--- config.mk ---
export PLATFORM = sky130hd
export DESIGN_NAME = uart_rx_os
export DESIGN_NICKNAME = d
export VERILOG_FILES = /design/src/rtl/uart_rx_os.sv
export SDC_FILE = /design/constraint.sdc
export NUM_CORES = 1
export LEC_CHECK = 0
export BUFFER_PORTS_ARGS = -buffer_cell sky130_fd_sc_hd__clkbuf_2
export CAP_MARGIN = 20
export CORE_UTILIZATION = 55
export DETAILED_ROUTE_END_ITERATION = 7
export GPL_ROUTABILITY_DRIVEN = 0
export PLACE_DENSITY = 0.77
export SLEW_MARGIN = 10
export SYNTH_ARGS = -nofsm -noshare
export SYNTH_HDL_FRONTEND = slang
export SYNTH_SLANG_ARGS = --single-unit
--- constraint.sdc ---
create_clock -name clk -period 8.1 [get_ports clk]
set_clock_uncertainty 0.05 [all_clocks]
set_input_delay 0.81 -clock clk [delete_from_list [all_inputs] [get_ports clk]]
set_output_delay 0.81 -clock clk [all_outputs]
set_load 0.005 [all_outputs]
--- src/rtl/uart_rx_os.sv ---
// UART receiver: 16x oversampled, majority-voted 8N1 (or 8E1) byte receiver.
// Latency: byte reported one clk after the stop-bit mid-point (tick 9 of the stop cell).
// Backpressure: none on the line; an unacknowledged byte is overwritten and flagged by overrun.
//
// Ports:
//   clk        system clock, rising edge
//   reset      asynchronous, active-low reset
//   sel[1:0]   baud select (00=9600, 01=19200, 10=57600, 11=115200), latched at start detection
//   rx         asynchronous serial input, idles high
//   rx_ack     consumer acknowledge; clears rx_valid and overrun
//   rx_data    last accepted byte
//   rx_valid   high while rx_data holds an unacknowledged byte
//   rx_done    one-clk pulse per accepted byte
//   frame_err  one-clk pulse when the stop bit samples low
//   parity_err one-clk pulse on even-parity mismatch (tied 0 without parity)
//   overrun    sticky; a byte was accepted while rx_valid was high
//
// Build option: define UART_RX_PARITY_EN for 8E1 frames (even parity checked);
// default build receives 8N1 frames.
module uart_rx_os #(
    parameter int CLK_FREQ = 50000000
) (
    input  logic       clk,
    input  logic       reset,
    input  logic [1:0] sel,
    input  logic       rx,
    input  logic       rx_ack,
    output logic [7:0] rx_data,
    output logic       rx_valid,
    output logic       rx_done,
    output logic       frame_err,
    output logic       parity_err,
    output logic       overrun
);

    localparam int DIV_9600   = CLK_FREQ / (9600 * 16);
    localparam int DIV_19200  = CLK_FREQ / (19200 * 16);
    localparam int DIV_57600  = CLK_FREQ / (57600 * 16);
    localparam int DIV_115200 = CLK_FREQ / (115200 * 16);
    localparam int DW         = (DIV_9600 > 1) ? $clog2(DIV_9600 + 1) : 1;

`ifdef UART_RX_PARITY_EN
    typedef enum logic [2:0] {IDLE, START, DATA, PARITY, STOP} state_t;
`else
    typedef enum logic [2:0] {IDLE, START, DATA, STOP} state_t;
`endif

    state_t        state_q, state_d;
    logic          rx_meta, rx_sync, rx_prev;
    logic [1:0]    sel_q;
    logic [DW-1:0] div_q;
    logic [DW-1:0] baud_cnt;
    logic [4:0]    tick_cnt;
    logic [4:0]    tick_adv;
    logic          tick;
    logic          samp7, samp8;
    logic          maj;
    logic          s_tick9;
    logic [7:0]    shift_q;
    logic [2:0]    bit_cnt;
    logic          start_det;
    logic          accept;
    logic          ferr_d;
    logic          perr_d;
`ifdef UART_RX_PARITY_EN
    logic          par_err_q;
`endif

    // Divisor follows the latched select so a mid-frame sel change cannot
    // stretch or shrink the cells of the frame in flight.
    always_comb begin
        div_q = DW'(DIV_9600);
        case (sel_q)
            2'b00:   div_q = DW'(DIV_9600);
            2'b01:   div_q = DW'(DIV_19200);
            2'b10:   div_q = DW'(DIV_57600);
            default: div_q = DW'(DIV_115200);
        endcase
    end

    assign tick = (state_q != IDLE) && (baud_cnt == div_q - DW'(1));

    // tick_cnt counts ticks since start detection. Bit 4 clear means we are
    // still inside the start cell (0..15); once it reaches 16 it stays in
    // 16..31 and its low nibble is the position inside the current bit cell.
    // This keeps the tail of the start cell (after the tick-8 check) from
    // being mistaken for data-cell sample points.
    assign tick_adv = (tick_cnt == 5'd31) ? 5'd16 : tick_cnt + 5'd1;
    assign s_tick9  = tick && tick_adv[4] && (tick_adv[3:0] == 4'd9);
    assign maj      = (samp7 & samp8) | (samp7 & rx_sync) | (samp8 & rx_sync);

    always_comb begin
        state_d   = state_q;
        start_det = 1'b0;
        accept    = 1'b0;
        ferr_d    = 1'b0;
        perr_d    = 1'b0;
        case (state_q)
            IDLE: begin
                if (rx_prev && !rx_sync) begin
                    start_det = 1'b1;
                    state_d   = START;
                end
            end
            START: begin
                if (tick && tick_adv == 5'd8) begin
                    state_d = rx_sync ? IDLE : DATA;
                end
            end
            DATA: begin
                if (s_tick9 && bit_cnt == 3'd7) begin
`ifdef UART_RX_PARITY_EN
                    state_d = PARITY;
`else
                    state_d = STOP;
`endif
                end
            end
`ifdef UART_RX_PARITY_EN
            PARITY: begin
                if (s_tick9) begin
                    state_d = STOP;
                end
            end
`endif
            STOP: begin
                if (s_tick9) begin
                    state_d = IDLE;
                    if (!maj) begin
                        ferr_d = 1'b1;
`ifdef UART_RX_PARITY_EN
                    end else if (par_err_q) begin
                        perr_d = 1'b1;
`endif
                    end else begin
                        accept = 1'b1;
                    end
                end
            end
            default: state_d = IDLE;
        endcase
    end

    always_ff @(posedge clk or negedge reset) begin
        if (!reset) begin
            state_q <= IDLE;
        end else begin
            state_q <= state_d;
        end
    end

    always_ff @(posedge clk or negedge reset) begin
        if (!reset) begin
            rx_meta    <= 1'b1;
            rx_sync    <= 1'b1;
            rx_prev    <= 1'b1;
            sel_q      <= 2'b00;
            baud_cnt   <= '0;
            tick_cnt   <= '0;
            samp7      <= 1'b1;
            samp8      <= 1'b1;
            shift_q    <= 8'h00;
            bit_cnt    <= 3'd0;
            rx_data    <= 8'h00;
            rx_valid   <= 1'b0;
            rx_done    <= 1'b0;
            frame_err  <= 1'b0;
            parity_err <= 1'b0;
            overrun    <= 1'b0;
`ifdef UART_RX_PARITY_EN
            par_err_q  <= 1'b0;
`endif
        end else begin
            rx_meta    <= rx;
            rx_sync    <= rx_meta;
            rx_prev    <= rx_sync;
            rx_done    <= accept;
            frame_err  <= ferr_d;
            parity_err <= perr_d;

            if (start_det) begin
                sel_q    <= sel;
                baud_cnt <= '0;
                tick_cnt <= '0;
                bit_cnt  <= 3'd0;
`ifdef UART_RX_PARITY_EN
                par_err_q <= 1'b0;
`endif
            end else if (state_q != IDLE) begin
                if (tick) begin
                    baud_cnt <= '0;
                    tick_cnt <= tick_adv;
                end else begin
                    baud_cnt <= baud_cnt + DW'(1);
                end
            end

            if (tick && tick_adv[4] && tick_adv[3:0] == 4'd7) samp7 <= rx_sync;
            if (tick && tick_adv[4] && tick_adv[3:0] == 4'd8) samp8 <= rx_sync;

            if (s_tick9 && state_q == DATA) begin
                shift_q <= {maj, shift_q[7:1]};
                bit_cnt <= bit_cnt + 3'd1;
            end
`ifdef UART_RX_PARITY_EN
            if (s_tick9 && state_q == PARITY) begin
                par_err_q <= maj ^ (^shift_q);
            end
`endif

            if (accept) begin
                rx_data <= shift_q;
            end

            // Acceptance wins over acknowledge so a byte arriving in the ack
            // cycle is not lost; it only counts as an overrun if the old byte
            // was still pending and not being acknowledged.
            if (accept) begin
                rx_valid <= 1'b1;
            end else if (rx_ack) begin
                rx_valid <= 1'b0;
            end

            if (accept && rx_valid && !rx_ack) begin
                overrun <= 1'b1;
            end else if (rx_ack && rx_valid) begin
                overrun <= 1'b0;
            end
        end
    end

endmodule

==> results.py <==
metrics = {
    "grt": {
        "grt_pass1_wl_um": 8110,
        "grt_pass1_vias": 1691,
        "grt_overflow": 0,
        "grt_start_max_net_pins": 47,
        "antenna_found_initial": 0,
        "grt_usage_pct": 21.6,
    },
    "timing": {
        "finalSetupViolCount": 0,
        "hold_viol": 0,
        "whs_ns": 0.311,
        "finalCritPeriodShare_pct": 36.3,
        "period_needed_ns": 2.94,
        "rsz0062_at_grt": "false",
        "drv_slew": 0,
        "worst_slew_pin_slew_ns": 0.777,
        "finalSetupTns_ns": 0,
        "max_freq_ghz": 0.340,
        "max-slew-margin-rel_pct": 47.8,
    },
    "clock_tree": {
        "cts_hold_buf": 0,
        "clkLatencyLatePin_ns": 0.31,
        "ctsResizeCount": 0,
        "cts_buffers": 5,
        "path_clk_slew_ns": 0.10,
        "post-cts-setup-buffers": 0,
        "root_buffer": "clkbuf_8",
        "cts.htree.levels": 2,
        "cts_tree": "built",
        "clk_path_buf_depth": 2,
        "clkSinkCount": 46,
    },
    "routing": {
        "ant_nets": 0,
        "route.vias.total": 1686,
        "drt-pass1-iter-count": 4,
        "drc": 0,
        "viasPerCell": 5.77,
        "drtIter0Drc": 113,
        "wl_per_cell_um": 15.9,
        "drt-total-wl_um": 4660,
    },
    "cells_and_area": {
        "num-nets-final": 257,
        "multiInputGateArea_um2": 1240,
        "regArea_um2": 1160,
        "fin_util_pct": 62.4,
        "diodes": 0,
        "postLayoutCellArea_um2": 2720,
        "syn_to_final_growth_pct": 8.76,
        "n_fill_cell": 356,
        "drive_above_1_share_pct": 26.7,
    },
    "status": {
        "status": "finished clean",
    },
    "min_path": {
        "hold_class": "register to register",
        "min_to": "rx_sync",
        "holdPathStages": 0,
        "hold_start": "rx_meta",
    },
    "worst_setup_path": {
        "ff2ff_setup_slack_ns": 5.16,
        "critPathCaptureType": "register",
        "critPathMaxFanout": 10,
        "required_ns": 8.25,
        "worst_r2r_path_depth": 7,
        "arrival_ns": 3.09,
        "worstSetupStartpointType": "register",
        "critPathKind": "register to register",
        "worstReg2RegStart": "sel_q[1]",
        "reg2reg_to": "shift_q[1]",
    },
    "logic_synthesis": {
        "synth.area.mux_share_pct": 12.6,
        "synth_xor_area_share_pct": 2.45,
        "ys_types": 53,
        "synth-simple-area-share_pct": 17.5,
        "synth_edf_count": 0,
        "ys_top_cells_by_area": "dfrtp_1 41%, ha_1 6.0%, mux2_2 5.4%, dfstp_2 5.3%, mux2_4 4.8%",
        "syn-cell-area_um2": 2500,
        "synth_top_area_share_pct": 41.1,
        "synthCells": 221,
        "yosysSeqAreaShare_pct": 46.3,
        "synthAdderAreaFrac_pct": 6.41,
        "synth_common_cells": "41 x dfrtp_1, 21 x nand2_1, 13 x nand3_1",
        "synth_compound_area_share_pct": 10.3,
        "synth_top_area_cell": "dfrtp_1",
        "ys_async_sr_fraction_pct": 100,
        "yosysWarnings": 0,
        "synth_flop_cell": "dfrtp_1",
        "synth-seq-cells": 46,
        "yosysMostFrequentCell": "dfrtp_1",
        "synth_top_family_by_area": "simple AND/OR/NAND/NOR gates",
        "synthesis.nets": 239,
        "syn_avg_cell_area_um2": 11.3,
    },
    "power_and_ir_drop": {
        "power_leakage_nw": 1.33,
        "p_per_area_nw_per_um2": 237,
        "finalPower_mw": 0.645,
        "vdd.ir_drop.worst_mv": 0.177,
    },
    "floorplanning": {
        "core_um2": 4350,
        "die_x_um": 69.4,
        "std_cell_rows": 24,
        "ios": 19,
        "initial_utilization_pct": 57.4,
        "die_y_um": 69.4,
        "die-area_um2": 4820,
    },
    "placed_design": {
        "place_area_um2": 2590,
        "place_hpwl_um": 3300,
        "io_buffers": 17,
    },
    "run": {
        "cap_violations": 0,
    },
}
-- routing by layer --
layer  vias up  routed length (um)  GRT usage, %
met5         -                   0             0
met4         0                  75          7.94
met3         8                 135          6.25
met2        21                2270          33.7
met1       831                2170          28.6
li1        826                   -             -
-- per-stage QoR --
step           setup slack (ns)  instances
2_1_floorplan              5.34        221
3_3_place_gp               5.27        283
3_5_place_dp               5.17        283
4_1_cts                    5.16        291
5_1_grt                    5.06        292
6_report                   5.16        292
-- cells by family (layout without fill, tap and decap cells) --
kind of cell             Yosys count  count (layout)
other                              1               1
multiplexers                      26              26
buffers and inverters             19              38
adder cells (fa/ha/maj)           13              13
AO/OA/AOI/OAI                     35              35
AND/OR/NAND/NOR                   74              74
flip-flops                        46              46
XOR/XNOR                           7               7
-- worst max-delay path by stage --
stage,start,end,slack (ns)
final,sel_q[1],shift_q[1],5.16
after global routing,sel_q[0],shift_q[1],5.06
after CTS,sel_q[1],shift_q[1],5.16
after detailed placement,sel_q[1],shift_q[7],5.17
after global placement,sel_q[1],shift_q[3],5.27
after floorplan,sel_q[1],shift_q[0],5.34
-- where the power goes --
group          internal [mW]  total (mW)  switching, mW
clock network         0.0941       0.180         0.0864
logic                 0.0698       0.173          0.103
registers              0.254       0.292         0.0381
-- registers in the layout, summed over array words and instances (netlist names), 2 cells and up --
name and flops:
tick_cnt 5, shift_q 8, bit_cnt 3, rx_data 8, state_q 2, baud_cnt 9
sel_q 2
-- cells in the final DEF (no fill, tap or decap), drive strengths merged, types with 2 or more instances in the layout --
cell type,synthesis,layout
mux2,20,20
nand4,3,3
or2,2,2
o21ai,4,4
or3,3,3
and3,6,6
inv,11,12
a211oi,2,2
nor2,6,6
xor2,7,7
nand2,21,21
nand2b,4,4
a31oi,6,6
mux2i,6,6
ha,12,12
nor2b,2,2
nor4,4,4
a41oi,4,4
dfrtp,41,41
o22ai,2,2
dfstp,5,5
clkbuf,3,23
nor3,3,3
a21oi,7,7
nand3,13,13
-- cell type report --
class                      instances  share of cell area, %
clock buffer                       5                   2.53
sequential                        46                   42.6
timing repair buffer              19                   3.68
multi-input combinational        156                   45.5
clock inverter                     3                   1.80
inverter                          11                   1.52
tap                               52                   2.39
-- worst max-delay path, stage by stage (launching register included) --
cell and delay [ns]:
dfrtp_1 0.44, inv_1 0.12, ha_1 0.31, or3_4 0.41
a211oi_4 0.35, nand4_4 0.16, or4b_4 0.65, mux2_4 0.34
(Power assumes the default switching activity.)
